**config.mk**
```make
export PLATFORM = sky130hd
export DESIGN_NAME = mem_lsu
export DESIGN_NICKNAME = d
export VERILOG_FILES = /design/src/rtl/mem_lsu.sv
export SDC_FILE = /design/constraint.sdc
export NUM_CORES = 1
export LEC_CHECK = 0
export ABC_AREA = 0
export ABC_CLOCK_PERIOD_IN_PS = 6800
export CELL_PAD_IN_SITES_DETAIL_PLACEMENT = 1
export CELL_PAD_IN_SITES_GLOBAL_PLACEMENT = 1
export CORE_UTILIZATION = 35
export CTS_BUF_LIST = sky130_fd_sc_hd__clkbuf_16
export DETAILED_ROUTE_END_ITERATION = 8
export HOLD_SLACK_MARGIN = 0.1
export PLACE_DENSITY = 0.64
export SLEW_MARGIN = 20
export SYNTH_ARGS = -nofsm -noshare
export SYNTH_HDL_FRONTEND = slang
export SYNTH_SLANG_ARGS = --single-unit
```
**constraint.sdc**
```tcl
create_clock -name i_clk -period 6.8 [get_ports i_clk]
set_input_delay 1.36 -clock i_clk [delete_from_list [all_inputs] [get_ports i_clk]]
set_output_delay 1.36 -clock i_clk [all_outputs]
set_load 0.1 [all_outputs]
```
**src/rtl/mem_lsu.sv**
```systemverilog
`default_nettype none
// mem_lsu: MEM-stage load/store unit with a posted store buffer and a req/gnt/rvalid data bus.
// Revision 1.0
module mem_lsu #(
  parameter int XLEN     = 32,
  parameter int SB_DEPTH = 4
) (
  input  logic            i_clk,
  input  logic            i_rst,
  input  logic            i_valid,
  input  logic            i_memread,
  input  logic            i_memwrite,
  input  logic            i_fence,
  input  logic [2:0]      i_f3,
  input  logic [XLEN-1:0] i_addr,
  input  logic [XLEN-1:0] i_wr_data,
  output logic [XLEN-1:0] o_rd,
  output logic            o_stall,
  output logic            o_ex_ld_addr,
  output logic            o_ex_st_addr,
  output logic            o_sb_empty,
  output logic            o_mem_req,
  output logic            o_mem_we,
  output logic [XLEN-1:0] o_mem_addr,
  output logic [XLEN-1:0] o_mem_wdata,
  output logic [3:0]      o_mem_be,
  input  logic            i_mem_gnt,
  input  logic            i_mem_rvalid,
  input  logic [XLEN-1:0] i_mem_rdata
);
  localparam int PW = $clog2(SB_DEPTH);
  localparam int CW = PW + 1;
  localparam logic [CW-1:0] FULL_CNT = CW'(SB_DEPTH);

  typedef enum logic [2:0] {
    IDLE    = 3'd0,
    LD_REQ  = 3'd1,
    LD_WAIT = 3'd2,
    LD_DONE = 3'd3,
    ST_REQ  = 3'd4
  } state_t;

  state_t state, state_nx;

  logic [XLEN-3:0]     sb_addr [SB_DEPTH];
  logic [XLEN-1:0]     sb_data [SB_DEPTH];
  logic [3:0]          sb_be   [SB_DEPTH];
  logic [SB_DEPTH-1:0] sb_vld;
  logic [PW-1:0]       wr_ptr, rd_ptr;
  logic [CW-1:0]       count;

  logic            is_byte, is_half, misal, ld_req, st_req, full, push, pop;
  logic            hit, alias_hold, alias_hold_nx, ld_go, ld_cap;
  logic [3:0]      st_be;
  logic [XLEN-1:0] st_data;
  logic [1:0]      ld_lane;
  logic [2:0]      ld_f3;
  logic            req_nx, we_nx;
  logic [XLEN-1:0] addr_nx, wdata_nx;
  logic [3:0]      be_nx;

  function automatic logic [XLEN-1:0] extract(input logic [XLEN-1:0] w,
                                              input logic [1:0] lane,
                                              input logic [2:0] f3);
    logic [XLEN-1:0] s;
    s = w >> {lane, 3'b000};
    case (f3)
      3'b000:  extract = {{(XLEN-8){s[7]}}, s[7:0]};
      3'b001:  extract = {{(XLEN-16){s[15]}}, s[15:0]};
      3'b100:  extract = {{(XLEN-8){1'b0}}, s[7:0]};
      3'b101:  extract = {{(XLEN-16){1'b0}}, s[15:0]};
      default: extract = w;
    endcase
  endfunction

  assign is_byte      = (i_f3[1:0] == 2'b00);
  assign is_half      = (i_f3[1:0] == 2'b01);
  assign misal        = (is_half & i_addr[0]) | (~is_byte & ~is_half & (i_addr[1:0] != 2'b00));
  assign ld_req       = i_valid & i_memread & ~misal;
  assign st_req       = i_valid & i_memwrite & ~misal;
  assign o_ex_ld_addr = i_valid & i_memread & misal;
  assign o_ex_st_addr = i_valid & i_memwrite & misal;
  assign full         = (count == FULL_CNT);
  assign o_sb_empty   = (count == '0);
  assign push         = st_req & ~full;
  assign st_data      = i_wr_data << {i_addr[1:0], 3'b000};

  always_comb begin
    st_be = 4'b1111;
    if (is_byte)      st_be = 4'b0001 << i_addr[1:0];
    else if (is_half) st_be = 4'b0011 << {i_addr[1], 1'b0};
  end

  always_comb begin
    hit = 1'b0;
    for (int i = 0; i < SB_DEPTH; i++)
      if (sb_vld[i] && (sb_addr[i] == i_addr[XLEN-1:2])) hit = 1'b1;
  end

  // Once a load has aliased, it keeps waiting for a fully empty buffer even
  // after its own word has drained.
  assign alias_hold_nx = ld_req & ~o_sb_empty & (hit | alias_hold);
  assign ld_go = ld_req & (state == IDLE) & (o_sb_empty | (~hit & ~alias_hold));

  assign o_stall = (st_req & full) | (i_valid & i_fence & ~o_sb_empty) |
                   (ld_req & (state != LD_DONE));

  always_comb begin
    state_nx = state;
    req_nx   = o_mem_req;
    we_nx    = o_mem_we;
    addr_nx  = o_mem_addr;
    wdata_nx = o_mem_wdata;
    be_nx    = o_mem_be;
    pop      = 1'b0;
    ld_cap   = 1'b0;
    case (state)
      IDLE: begin
        if (ld_go) begin
          state_nx = LD_REQ;
          req_nx   = 1'b1;
          we_nx    = 1'b0;
          addr_nx  = {i_addr[XLEN-1:2], 2'b00};
          be_nx    = 4'b1111;
        end else if (!o_sb_empty) begin
          state_nx = ST_REQ;
          req_nx   = 1'b1;
          we_nx    = 1'b1;
          addr_nx  = {sb_addr[rd_ptr], 2'b00};
          wdata_nx = sb_data[rd_ptr];
          be_nx    = sb_be[rd_ptr];
        end
      end
      LD_REQ: begin
        if (i_mem_gnt) begin
          state_nx = LD_WAIT;
          req_nx   = 1'b0;
        end
      end
      LD_WAIT: begin
        if (i_mem_rvalid) begin
          state_nx = LD_DONE;
          ld_cap   = 1'b1;
        end
      end
      LD_DONE: state_nx = IDLE;
      ST_REQ: begin
        if (i_mem_gnt) begin
          state_nx = IDLE;
          req_nx   = 1'b0;
          we_nx    = 1'b0;
          pop      = 1'b1;
        end
      end
      default: state_nx = IDLE;
    endcase
  end

  always_ff @(posedge i_clk or negedge i_rst) begin
    if (!i_rst) begin
      state       <= IDLE;
      count       <= '0;
      wr_ptr      <= '0;
      rd_ptr      <= '0;
      sb_vld      <= '0;
      alias_hold  <= 1'b0;
      ld_lane     <= 2'b00;
      ld_f3       <= 3'b000;
      o_rd        <= '0;
      o_mem_req   <= 1'b0;
      o_mem_we    <= 1'b0;
      o_mem_addr  <= '0;
      o_mem_wdata <= '0;
      o_mem_be    <= 4'b0000;
    end else begin
      state       <= state_nx;
      count       <= count + CW'(push) - CW'(pop);
      wr_ptr      <= wr_ptr + PW'(push);
      rd_ptr      <= rd_ptr + PW'(pop);
      alias_hold  <= alias_hold_nx;
      o_mem_req   <= req_nx;
      o_mem_we    <= we_nx;
      o_mem_addr  <= addr_nx;
      o_mem_wdata <= wdata_nx;
      o_mem_be    <= be_nx;
      if (pop)  sb_vld[rd_ptr] <= 1'b0;
      if (push) sb_vld[wr_ptr] <= 1'b1;
      if (ld_go) begin
        ld_lane <= i_addr[1:0];
        ld_f3   <= i_f3;
      end
      if (ld_cap) o_rd <= extract(i_mem_rdata, ld_lane, ld_f3);
    end
  end

  always_ff @(posedge i_clk) begin
    if (push) begin
      sb_addr[wr_ptr] <= i_addr[XLEN-1:2];
      sb_data[wr_ptr] <= st_data;
      sb_be[wr_ptr]   <= st_be;
    end
  end

endmodule
`default_nettype wire

```
---- Word-level counts from Yosys, hierarchy flattened ----
Memories as Yosys holds them, arrays and structs flattened. A register that Yosys moved wholly into a read port is not among the register bits.
Cells that the tools add are included.
word-level totals
  register bits after elaboration ......... 90
  output and inout port bits .............. 106
  memories kept ........................... 3
  memory bits (writable) .................. 264
  input bits .............................. 107
memories
  name     words  width  rd ports  clocked after Yosys merged registers in  wr ports  RTL line  source
  sb_data  4      32     1         1                                        1         46        logic [XLEN-1:0] sb_data [SB_DEPTH];
  sb_addr  4      30     5         0                                        1         45        logic [XLEN-3:0] sb_addr [SB_DEPTH];
  sb_be    4      4      1         0                                        1         47        logic [3:0] sb_be [SB_DEPTH];
operators by class
  bitwise operators ....................... 35
  $lt $le $gt $ge ......................... 4
  equality and inequality tests ........... 19
  add/subtract/negate cells ............... 4
  muxes and demuxes ....................... 35
  reduce and logical (&&, ||, !) cells .... 20
  shift operators ......................... 4
operators by type and width
  operator                                                     number
  case mux 32 bit (4 select lines)                             1
  equality test 30 bit                                         4
  two-way mux 32 bit                                           2
  << shifter 32 x 5 -> 32 bit                                  1
  >> shifter 32 x 5 -> 16 bit                                  1
  two-way mux 4 bit                                            6
  bitwise AND 1 bit                                            19
  two-way mux 1 bit                                            16
  two-way mux 3 bit                                            5
  equality test 3 bit (second input constant)                  4
  case mux 3 bit (4 select lines)                              1
  logical NOT 3 bit                                            3
  AND reduction 3 bit                                          3
  NOT 1 bit                                                    8
  equality test 3 x 1 -> 1 bit (second input constant)         2
  logical AND 1 bit                                            6
  less-than comparator 2 x 3 -> 1 bit (second input constant)  2
  != test 2 bit (second input constant)                        3
  nonzero test 2 bit                                           3
  bitwise OR 1 bit                                             5
  adder 2 x 1 -> 2 bit                                         2
  bitwise AND 4 bit                                            1
  demux 1 bit (select 2 bit)                                   2
  >= comparator 2 x 1 -> 1 bit (second input constant)         2
  other kinds (17)                                             19

---- Longest topological paths before layout ----
Gate-level depths: netlist of the first run.
  word-level depth ........................ 12
  mapped depth ............................ 12

---- Least setup slack after synthesis of the first run ----
OpenSTA, ideal clock, no wires.
  kind .................................... input -> register
  from .................................... input i_addr[0]
  to ...................................... memory sb_addr[0][0] (netlist bit) (enable)
  arrival ................................. 6.550 ns
  slack ................................... -0.322 ns
  library setup time ...................... 0.573 ns
  buffers on the path ..................... 2
  stages on the path ...................... 6
  cells stage by stage .................... buf_2 > a21oi_1 > or2_1 > buf_2 > nand4_1 > nor3_1
between the ends
  word-level cells in the longest chain between the ends .. 8
  elaborated cells on any way between the ends .. 9
  those cells by class .................... mux (2); bitwise (6); reduce/logical (1)
RTL lines
  what                                         RTL line  source
  start: declaration                           15        input logic [XLEN-1:0] i_addr,
  nonzero test 2 bit                           78        assign misal = (is_half & i_addr[0]) | (~is_byte & ~is_half & (i_addr[1:0] != 2'b00));
  bitwise AND 1 bit                            78
  bitwise OR 1 bit (*)                         78
  NOT 1 bit (*)                                80        assign st_req = i_valid & i_memwrite & ~misal;
  bitwise AND 1 bit (*)                        80
  bitwise AND 1 bit (*)                        85        assign push = st_req & ~full;
  two-way mux 1 bit (*)                        197       if (push) begin
  two-way mux 1 bit (implied by the code) (*)  198       sb_addr[wr_ptr] <= i_addr[XLEN-1:2];
  end: declaration                             45
Every way passes the cells marked *; elsewhere a longest branch is shown, timed or not.

---- Worst setup path in the final report of the first run ----
  from .................................... input i_addr[0]
  to ...................................... output o_stall
between the ends
  word-level cells in the longest chain between the ends .. 8
  elaborated cells on any way between the ends .. 11
  those cells by class .................... bitwise (10); reduce/logical (1)
RTL lines
  what                  RTL line  source
  nonzero test 2 bit    78
  bitwise AND 1 bit     78
  bitwise OR 1 bit (*)  78
  NOT 1 bit (*)         79, 80
  bitwise AND 1 bit     80
  bitwise AND 1 bit     105       assign o_stall = (st_req & full) | (i_valid & i_fence & ~o_sb_empty) |
  bitwise OR 1 bit      105
  bitwise OR 1 bit (*)  105
  end: declaration      18        output logic o_stall,
Marks and branches as above.

==> impl_metrics.ini, run 1 <==
[hold_path]
min_path_cells = 2
min_path_type = reg2reg

[placed_design]
portBuffers = 210
dp_slack_ns = 1.71
routabilityCongestion = 0.809
post_dp_cell_area_um2 = 19900
dp_cells = 1972
hpwl_mm = 31.7

[timing]
relSlewSlack_pct = 28.0
finalSetupTns_ns = 0
worstMarginPinSlew_ns = 1.08
clock_skew_ns = 0.0178
finalWorstPathRequiredPeriod_ns = 5.16
setup-violations-final = 0
fmax_mhz = 194
whs_ns = 0.487
rsz0062_at_grt = false
min_period_over_period_pct = 75.8
fin_ws_ns = 1.64
drv_slew = 0
hold_violations = 0

[final_layout]
final_util_pct = 44.3
n_antenna_cell = 0
finalInstanceArea_um2 = 21300
fin_cells = 2054
nets = 1474
drive_above_1_share_pct = 15.2
area_growth_pct = 23.8

[worst_setup_path]
path_max_fanout = 9
crit_path_end_kind = output pin
worstRegToRegCells = 8
startpoint_type = input port
critPathTopFamily = simple AND/OR/NAND/NOR gates
critical_path.most_common_cell = o21ai_0
crit_type = in2out
critPathMaxStageDelay_ns = 0.72
cp_cell_sequence = clkdlybuf4s50_1, nor2_1, or2_1, and2b_2, o21ai_0, o21ai_0, buf_12
path_buf_inv = 2
crit_cells = 7
required_ns = 5.44
crit_arrival_ns = 3.80
cpMaxStageDelayCell = nor2_1

[routing]
ant_nets = 0
wl_per_cell_um = 23.3
drtIter0Drc = 731
drc = 0
vias_per_cell = 5.08
wirelength_mm = 47.8
firstDrtPassIters = 4
vias = 10400

[cts]
cts_buffer_depth = 3
postCtsSetupBuffers = 0
clkLatencyLatePin_ns = 0.56
ctsResizeCount = 0
clkTransAtPathRegs_ns = 0.06
cts-root-buf = clkbuf_16
cts_made_buffers = 44
cts-hold-fix-buffers = 0
h-tree-depth = 2
clock_sinks = 384
cts_tree = built

[yosys]
yosys-top-cells-area = edfxtp_1, dfrtp_1, mux4_2
synth_largest_area_cell = edfxtp_1
synth_area_um2 = 17200
ys_seq_area_share_pct = 63.4
synth-seq-cells = 384
ys_types = 53
synth_area_per_cell_um2 = 14.6
synth_top_cell_area_share_pct = 46.0
synth_top_flop_cell = edfxtp_1
synth-edff-count = 264
synth-async-reset-ratio_pct = 31.3
netlist_instances = 1184
yosys_warnings = 0

[floorplanning]
die_h_um = 224
ioPinCount = 213
core-area_um2 = 48100
die_area_um2 = 50100
rows = 80
die_w_um = 224
initial_utilization_pct = 35.8

[global_routing]
grt_max_degree = 63
gr-total-overflow = 0
grt_pass1_wl_mm = 72.6
antenna_found_initial = 1
grtUsageTotal_pct = 19.4
grt_pass1_vias = 11300

[pwr]
comb_power_share_pct = 46.9
sw_frac_of_total_pct = 45.2
p_int_mw = 5.86
total_power_mw = 10.7
pwr-share-seq_pct = 31.7
leakagePower_nw = 7.44
peakVddDrop_v = 0.000415
powerDensity_nw_per_um2 = 502
switching_power_mw = 4.84
clkPwrFrac_pct = 21.5

[status]
status = finished clean

[run]
maxCapViolCount = 0
## cells in the final DEF, fill, tap and decap left out, types with 17 or more instances in the layout
cell type	synthesis	layout
edfxtp_1	264	264
mux2i_1	25	25
o21ai_0	63	63
mux2_4	29	29
nand2_1	52	52
buf_4	3	17
nor2_1	92	90
dfrtp_1	120	118
nand4_1	27	27
clkdlybuf4s50_1	0	206
inv_1	8	21
xor2_1	24	24
xnor2_1	100	100
clkbuf_16	0	46
mux4_2	67	67
or3b_2	18	18
a21oi_1	48	48
a31oi_1	33	33
## logic make-up after synthesis
family	count (synthesis)	share of synthesized area, %
adders and majority gates	5	0.407
xor gates and xnor gates	124	6.30
muxes	129	13.3
AOI/OAI and AO/OA	179	6.06
DFF	384	63.4
other	1	0.0218
buffers and inverters	105	2.76
and+or+nand+nor	257	7.74
## power groups by stage
| stage | combinational, mW | clock (mW) | sequential [mW] |
|---|---|---|---|
| 3_3_place_gp | 5.02 | 0 | 3.43 |
| 6_report | 5.01 | 2.30 | 3.39 |
| 3_5_place_dp | 5.06 | 0 | 3.44 |
| 2_1_floorplan | 1.75 | 0 | 5.41 |
| 5_1_grt | 5.27 | 2.43 | 3.46 |
| 4_1_cts | 5.07 | 2.36 | 3.40 |
## area by class of cell
class | instances | area [µm²]
fillers | 4830 | 26800
flip-flops and latches | 384 | 10900
multi-input cells | 696 | 5870
repair buffers | 227 | 2260
clock buffers | 46 | 1150
well taps | 656 | 821
clock inverters | 36 | 249
inverters | 9 | 33.8
## worst paths after layout
| kind | end | start | slack, ns |
|---|---|---|---|
| worst min-delay path | o_rd[4] | o_rd[4] | 0.49 |
| worst min register to register | o_rd[4] | o_rd[4] | 0.49 |
| max in group asynchronous | rd_ptr[0] | i_rst | 4.55 |
| worst max-delay path | o_stall | i_addr[0] | 1.64 |
| worst max register to register | o_mem_addr[10] | sb_addr[2][6] | 3.53 |
| min in group asynchronous | o_rd[28] | i_rst | 0.77 |
## Yosys cell counts, types with 3 or more instances
cell type  instances
nor4_1            11
a31oi_1           33
nand4_1           27
and2_1             9
mux4_2            67
nor2b_1           10
ha_1               4
buf_1              4
a21oi_1           48
nand2b_1           6
mux2_4            29
o22ai_1            8
a22oi_1            7
buf_2             38
nand3_1            4
inv_1              8
mux2_1             5
mux2i_1           25
or3b_1            13
dfrtp_1          120
o21ai_0           63
edfxtp_1         264
mux2_2             3
a21o_1             3
xor2_1            24
buf_6              3
nand3b_1           3
clkbuf_1          48
nand2_1           52
buf_4              3
or3b_2            18
xnor2_1          100
a211oi_1           9
nor2_1            92
## sequential cells by signal, summed over array words and instances, names as in the netlist
signal and count:
ld_f3 3, rd_ptr 2, state 3, o_mem_addr 30
o_mem_req 1, o_mem_be 4, ld_lane 2, sb_be 16
wr_ptr 2, o_mem_we 1, o_rd 32, alias_hold 1
o_mem_wdata 32, sb_data 128, sb_vld 4, sb_addr 120
count 3
## layer usage
layer | global-route usage (%) | vias to the layer above | share of wire [%]
li1 | - | 4778 | -
met1 | 27.0 | 5391 | 45
met2 | 31.7 | 210 | 49
met3 | 2.82 | 58 | 3.9
met4 | 5.24 | 2 | 2.1
met5 | 0 | - | 0.019
## worst min-delay path: cells and delay by family (launching register included)
| kind | cells | cell delay, ns |
|---|---|---|
| flops | 1 | 0.34 |
| compound gates | 1 | 0.06 |
| simple gates | 1 | 0.05 |
Note: power is estimated with default switching activity, not from simulation.
==> run 2: changes to the inputs <==
--- a/config.mk
+++ b/config.mk
@@ -6,7 +6,7 @@
 export NUM_CORES = 1
 export LEC_CHECK = 0
 export ABC_AREA = 0
-export ABC_CLOCK_PERIOD_IN_PS = 6800
+export ABC_CLOCK_PERIOD_IN_PS = 5400
 export CELL_PAD_IN_SITES_DETAIL_PLACEMENT = 1
 export CELL_PAD_IN_SITES_GLOBAL_PLACEMENT = 1
 export CORE_UTILIZATION = 35
==> constraint.sdc (replaced) <==
create_clock -name i_clk -period 5.4 [get_ports i_clk]
set_input_delay 1.08 -clock i_clk [delete_from_list [all_inputs] [get_ports i_clk]]
set_output_delay 1.08 -clock i_clk [all_outputs]
set_load 0.1 [all_outputs]
==> run 2 against run 1 <==
Compared with the run above:
- non-clock buffer count increased by 4
- via count increased by 0.50%
- cell count increased by 0.19%
- critical path depth unchanged
- clock-buffer cell count decreased by 2
- utilization about the same
- routed wire length decreased by 1.0%
- global-route usage decreased by 0.23 points
- clock skew decreased by 0.0070 ns
- flip-flop and latch count unchanged
- combinational power increased by 25%
- critical endpoint unchanged
- largest cell class unchanged
==> impl_metrics.ini, run 2 (same netlist as run 1, synthesis figures left out) <==
[status]
status = finished clean

[final_layout]
finalInstanceArea_um2 = 21300
n_antenna_cell = 0
multi_input_area_um2 = 5860
regArea_um2 = 10900
final_util_pct = 44.3
num-fill-cells = 4845
regMostFlops = sb_data
drive_above_1_share_pct = 15.0
area_growth_pct = 23.8
final_common_cell = edfxtp_1
most-common-layout-cells = edfxtp_1, clkdlybuf4s50_1, dfrtp_1
largest_register_ffs = 128
biggestRegsByFlops = sb_data x128, sb_addr x120
nets = 1478

[global_routing]
gr-total-overflow = 0
antenna_found_initial = 2
grtUsageTotal_pct = 19.1
grt_pass1_wl_mm = 71.4
grt_pass1_vias = 11100
grt_max_degree = 68

[worst_setup_path]
crit_type = in2out
path_max_fanout = 9
crit_path_end_kind = output pin
startpoint_type = input port
ff2ff_setup_slack_ns = 2.49
crit_arrival_ns = 3.39
required_ns = 4.32

[routing]
vias_per_cell = 5.10
vias = 10500
wirelength_mm = 47.4
drc = 0
wl_per_cell_um = 23.0
ant_nets = 0
firstDrtPassIters = 5
drtIter0Drc = 753

[placed_design]
portBuffers = 210
hpwl_mm = 31.3
post_dp_cell_area_um2 = 20000
dp_slack_ns = 0.859
routabilityCongestion = 0.790

[timing]
fin_ws_ns = 0.934
fmax_mhz = 224
finalWorstPathRequiredPeriod_ns = 4.47
min_period_over_period_pct = 82.7
relSlewSlack_pct = 25.8
worstMarginPinSlew_ns = 1.11
clock_skew_ns = 0.0108
hold_violations = 0
drv_slew = 0
setup-violations-final = 0
rsz0062_at_grt = false
finalSetupTns_ns = 0

[cts]
clkTransAtPathRegs_ns = 0.06
cts-hold-fix-buffers = 0
h-tree-depth = 2
cts_made_buffers = 44
ctsResizeCount = 0
cts_tree = built
postCtsSetupBuffers = 0
clkLatencyLatePin_ns = 0.57
clock_sinks = 384
cts_buffer_depth = 3
cts-root-buf = clkbuf_16

[pwr]
p_int_mw = 7.32
leakagePower_nw = 7.43
comb_power_share_pct = 46.7
sw_frac_of_total_pct = 45.4
total_power_mw = 13.4
switching_power_mw = 6.09
clkPwrFrac_pct = 21.2
powerDensity_nw_per_um2 = 629
peakVddDrop_v = 0.000461
pwr-share-seq_pct = 32.1

[floorplanning]
die_w_um = 224
initial_utilization_pct = 35.8
rows = 80
ioPinCount = 213
core-area_um2 = 48100
die_h_um = 224
die_area_um2 = 50100

[hold_path]
min_path_type = reg2reg

[run]
maxCapViolCount = 0
run 2: changes by cell type in the layout (fill, tap and decap cells not counted), sizes merged:
cell,delta
buf,+4
clkbuf,-2
clkinv,+7
clkinvlp,-1
inv,-4
run 2: power groups by stage:
stage / Sequential (mW) / Combinational, mW / Clock (mW)
floorplan: 6.82 / 2.20 / 0
detailed placement: 4.38 / 6.31 / 0
global placement: 4.37 / 6.26 / 0
global route: 4.40 / 6.57 / 3.02
finish: 4.31 / 6.26 / 2.84
CTS: 4.33 / 6.33 / 2.92
run 2: through the flow:
step | hold slack, ns | std cells
4_1_cts | 0.484 | 2058
3_5_place_dp | 0.470 | 1976
6_report | 0.481 | 2058
2_1_floorplan | 0.449 | 1185
5_1_grt | 0.516 | 2058
3_3_place_gp | 0.464 | 1976
run 2: critical path, cell delays in order:
cell             delay (ns)
clkdlybuf4s50_1        0.48
nor2_1                 0.62
or2_1                  0.40
and2b_2                0.27
o21ai_0                0.10
o21ai_0                0.20
buf_12                 0.24
run 2: layout make-up:
| type | count | area share (%) |
|---|---|---|
| repair buffers | 231 | 10.8 |
| clock buffers | 44 | 5.16 |
| multi-input cells | 696 | 27.5 |
| inverters | 9 | 0.158 |
| clock inverters | 38 | 1.23 |
| well taps | 656 | 3.85 |
| flip-flops and latches | 384 | 51.3 |
run 2: per-layer routing:
| metal | vias up | track usage [%] | wire (µm) |
|---|---|---|---|
| li1 | 4793 | - | - |
| met5 | - | 0 | 23 |
| met3 | 53 | 3.21 | 2100 |
| met1 | 5431 | 27.1 | 21800 |
| met4 | 4 | 4.88 | 812 |
| met2 | 210 | 30.5 | 22700 |
run 2: final timing paths:
| kind | start | endpoint | cells past startpoint |
|---|---|---|---|
| setup reg to reg | sb_addr[1][9] | o_mem_addr[2] | 8 |
| hold / removal | o_rd[1] | o_rd[1] | 2 |
| hold reg to reg | o_rd[1] | o_rd[1] | 2 |
| setup / recovery | i_addr[0] | o_stall | 7 |
| max in group asynchronous | i_rst | rd_ptr[0] | 2 |
| min in group asynchronous | i_rst | o_rd[9] | 1 |
==> run 3: changes to the inputs <==
--- a/config.mk
+++ b/config.mk
@@ -6,14 +6,14 @@
 export NUM_CORES = 1
 export LEC_CHECK = 0
 export ABC_AREA = 0
-export ABC_CLOCK_PERIOD_IN_PS = 5400
+export ABC_CLOCK_PERIOD_IN_PS = 3650
 export CELL_PAD_IN_SITES_DETAIL_PLACEMENT = 1
 export CELL_PAD_IN_SITES_GLOBAL_PLACEMENT = 1
 export CORE_UTILIZATION = 35
 export CTS_BUF_LIST = sky130_fd_sc_hd__clkbuf_16
 export DETAILED_ROUTE_END_ITERATION = 8
 export HOLD_SLACK_MARGIN = 0.1
-export PLACE_DENSITY = 0.64
+export PLACE_DENSITY = 0.67
 export SLEW_MARGIN = 20
 export SYNTH_ARGS = -nofsm -noshare
 export SYNTH_HDL_FRONTEND = slang
==> constraint.sdc (replaced) <==
create_clock -name i_clk -period 3.65 [get_ports i_clk]
set_input_delay 0.73 -clock i_clk [delete_from_list [all_inputs] [get_ports i_clk]]
set_output_delay 0.73 -clock i_clk [all_outputs]
set_load 0.1 [all_outputs]
==> run 3 against run 2 <==
Compared with the run above:
- sequential share of layout area down 1.0 points
- clock power grew 51%
- total power up 50%
- combinational power is 51% higher
- flip-flop and latch count unchanged
- final area rose by 2.1%
- worst setup slack got worse by 0.65 ns
- sequential power grew 47%
- critical endpoint unchanged
==> impl_metrics.ini, run 3 (same netlist as run 1, synthesis figures left out) <==
[status]
status = finished clean

[timing]
clock_skew_ns = 0.0171
hold_violations = 0
setup-violations-final = 0
drv_slew = 0
relSlewSlack_pct = 29.1
finalSetupTns_ns = 0
worstMarginPinSlew_ns = 1.06
fmax_mhz = 297
rsz0062_at_grt = false
min_period_over_period_pct = 92.3
whs_ns = 0.168
finalWorstPathRequiredPeriod_ns = 3.37

[global_routing]
grtUsageTotal_pct = 19.5
antenna_found_initial = 0
gr-total-overflow = 0
grt_max_degree = 67
grt_pass1_vias = 11300
grt_pass1_wl_mm = 73.4

[hold_path]
min_path_type = in2async

[routing]
drc = 0
wl_per_cell_um = 23.2
vias_per_cell = 5.16
wirelength_mm = 48.4
firstDrtPassIters = 5
ant_nets = 0
vias = 10800
drtIter0Drc = 624

[worst_setup_path]
cpMaxStageDelayCell = clkdlybuf4s50_1
crit_path_end_kind = output pin
cp_cell_sequence = clkdlybuf4s50_1, nor2_1, or2_1, and2b_2, o21ai_0, o21ai_1, buf_12
required_ns = 2.92
critPathMaxStageDelay_ns = 0.51
crit_arrival_ns = 2.64
path_max_fanout = 6
crit_type = in2out
startpoint_type = input port

[placed_design]
hpwl_mm = 33.2
portBuffers = 210
routabilityCongestion = 0.857

[final_layout]
regMostFlops = sb_data
largest_register_ffs = 128
n_antenna_cell = 0
area_growth_pct = 26.3
biggestRegsByFlops = sb_data x128, sb_addr x120
drive_above_1_share_pct = 17.7
final_common_cell = edfxtp_1
most-common-layout-cells = edfxtp_1, clkdlybuf4s50_1, dfrtp_1
nets = 1511

[pwr]
leakagePower_nw = 7.68
comb_power_share_pct = 47.1
clkPwrFrac_pct = 21.4
peakVddDrop_v = 0.000611
switching_power_mw = 9.08
pwr-share-seq_pct = 31.5
p_int_mw = 11.0
sw_frac_of_total_pct = 45.2
powerDensity_nw_per_um2 = 923

[cts]
ctsResizeCount = 0
cts-hold-fix-buffers = 0
cts_tree = built
cts_made_buffers = 45
clock_sinks = 384
postCtsSetupBuffers = 0
cts_buffer_depth = 3
clkLatencyLatePin_ns = 0.58
h-tree-depth = 2
cts-root-buf = clkbuf_16
clkTransAtPathRegs_ns = 0.06

[floorplanning]
initial_utilization_pct = 35.8
ioPinCount = 213
die_area_um2 = 50100
die_w_um = 224
core-area_um2 = 48100
rows = 80
die_h_um = 224

[run]
maxCapViolCount = 0
## run 3: cell type report
type,instances,area (µm²)
Timing Repair Buffer,263,2700
Clock inverter,38,260
Clock buffer,46,1150
Tap cell,656,821
Sequential cell,384,10900
Inverter,9,33.8
Multi-Input combinational cell,696,5860
Fill cell,4802,26400
## run 3: final timing paths
path / slack [ns] / endpoint / cells after the start / startpoint
worst max-delay path: 0.28 / o_stall / 7 / i_addr[0]
worst min-delay path: 0.17 / o_rd[13] / 1 / i_rst
worst max register to register: 1.12 / o_mem_addr[31] / 8 / sb_addr[2][6]
worst min register to register: 0.49 / o_rd[7] / 2 / o_rd[7]
max in group asynchronous: 2.58 / rd_ptr[0] / 2 / i_rst
min in group i_clk: 0.49 / o_rd[7] / 2 / o_rd[7]
## run 3: worst max-delay path, delay by kind of cell
family	cells	cell delay, ns
simple gates	3	0.86
buf+inv	2	0.72
compound gates	2	0.31
## run 3: routing by layer
metal  part of all wire, %  GRT usage, %
met5                     0             0
met4                   1.8          5.28
met3                   4.1          2.86
met2                    48          31.4
met1                    46          27.6
## run 3: power by group through the flow
stage | logic, mW | clock network (mW) | registers (mW)
floorplan | 3.26 | 0 | 10.1
global placement | 9.44 | 0 | 6.40
detailed placement | 9.57 | 0 | 6.44
CTS | 9.58 | 4.41 | 6.36
global route | 9.92 | 4.56 | 6.46
finish | 9.47 | 4.30 | 6.33
## run 3: per-stage QoR
stage                     std cells  utilization, %  cell area (µm²)  worst slack, ns  total power [mW]
after floorplan                1185               -            17300          0.00758              13.3
after global placement         2008            42.3            20400            0.115              15.8
after detailed placement       2008            42.3            20400           0.0937              16.0
after CTS                      2092            45.2            21800            0.226              20.3
after global routing           2092            45.2            21800            0.108              20.9
final                          2092            45.2            21800            0.281              20.1
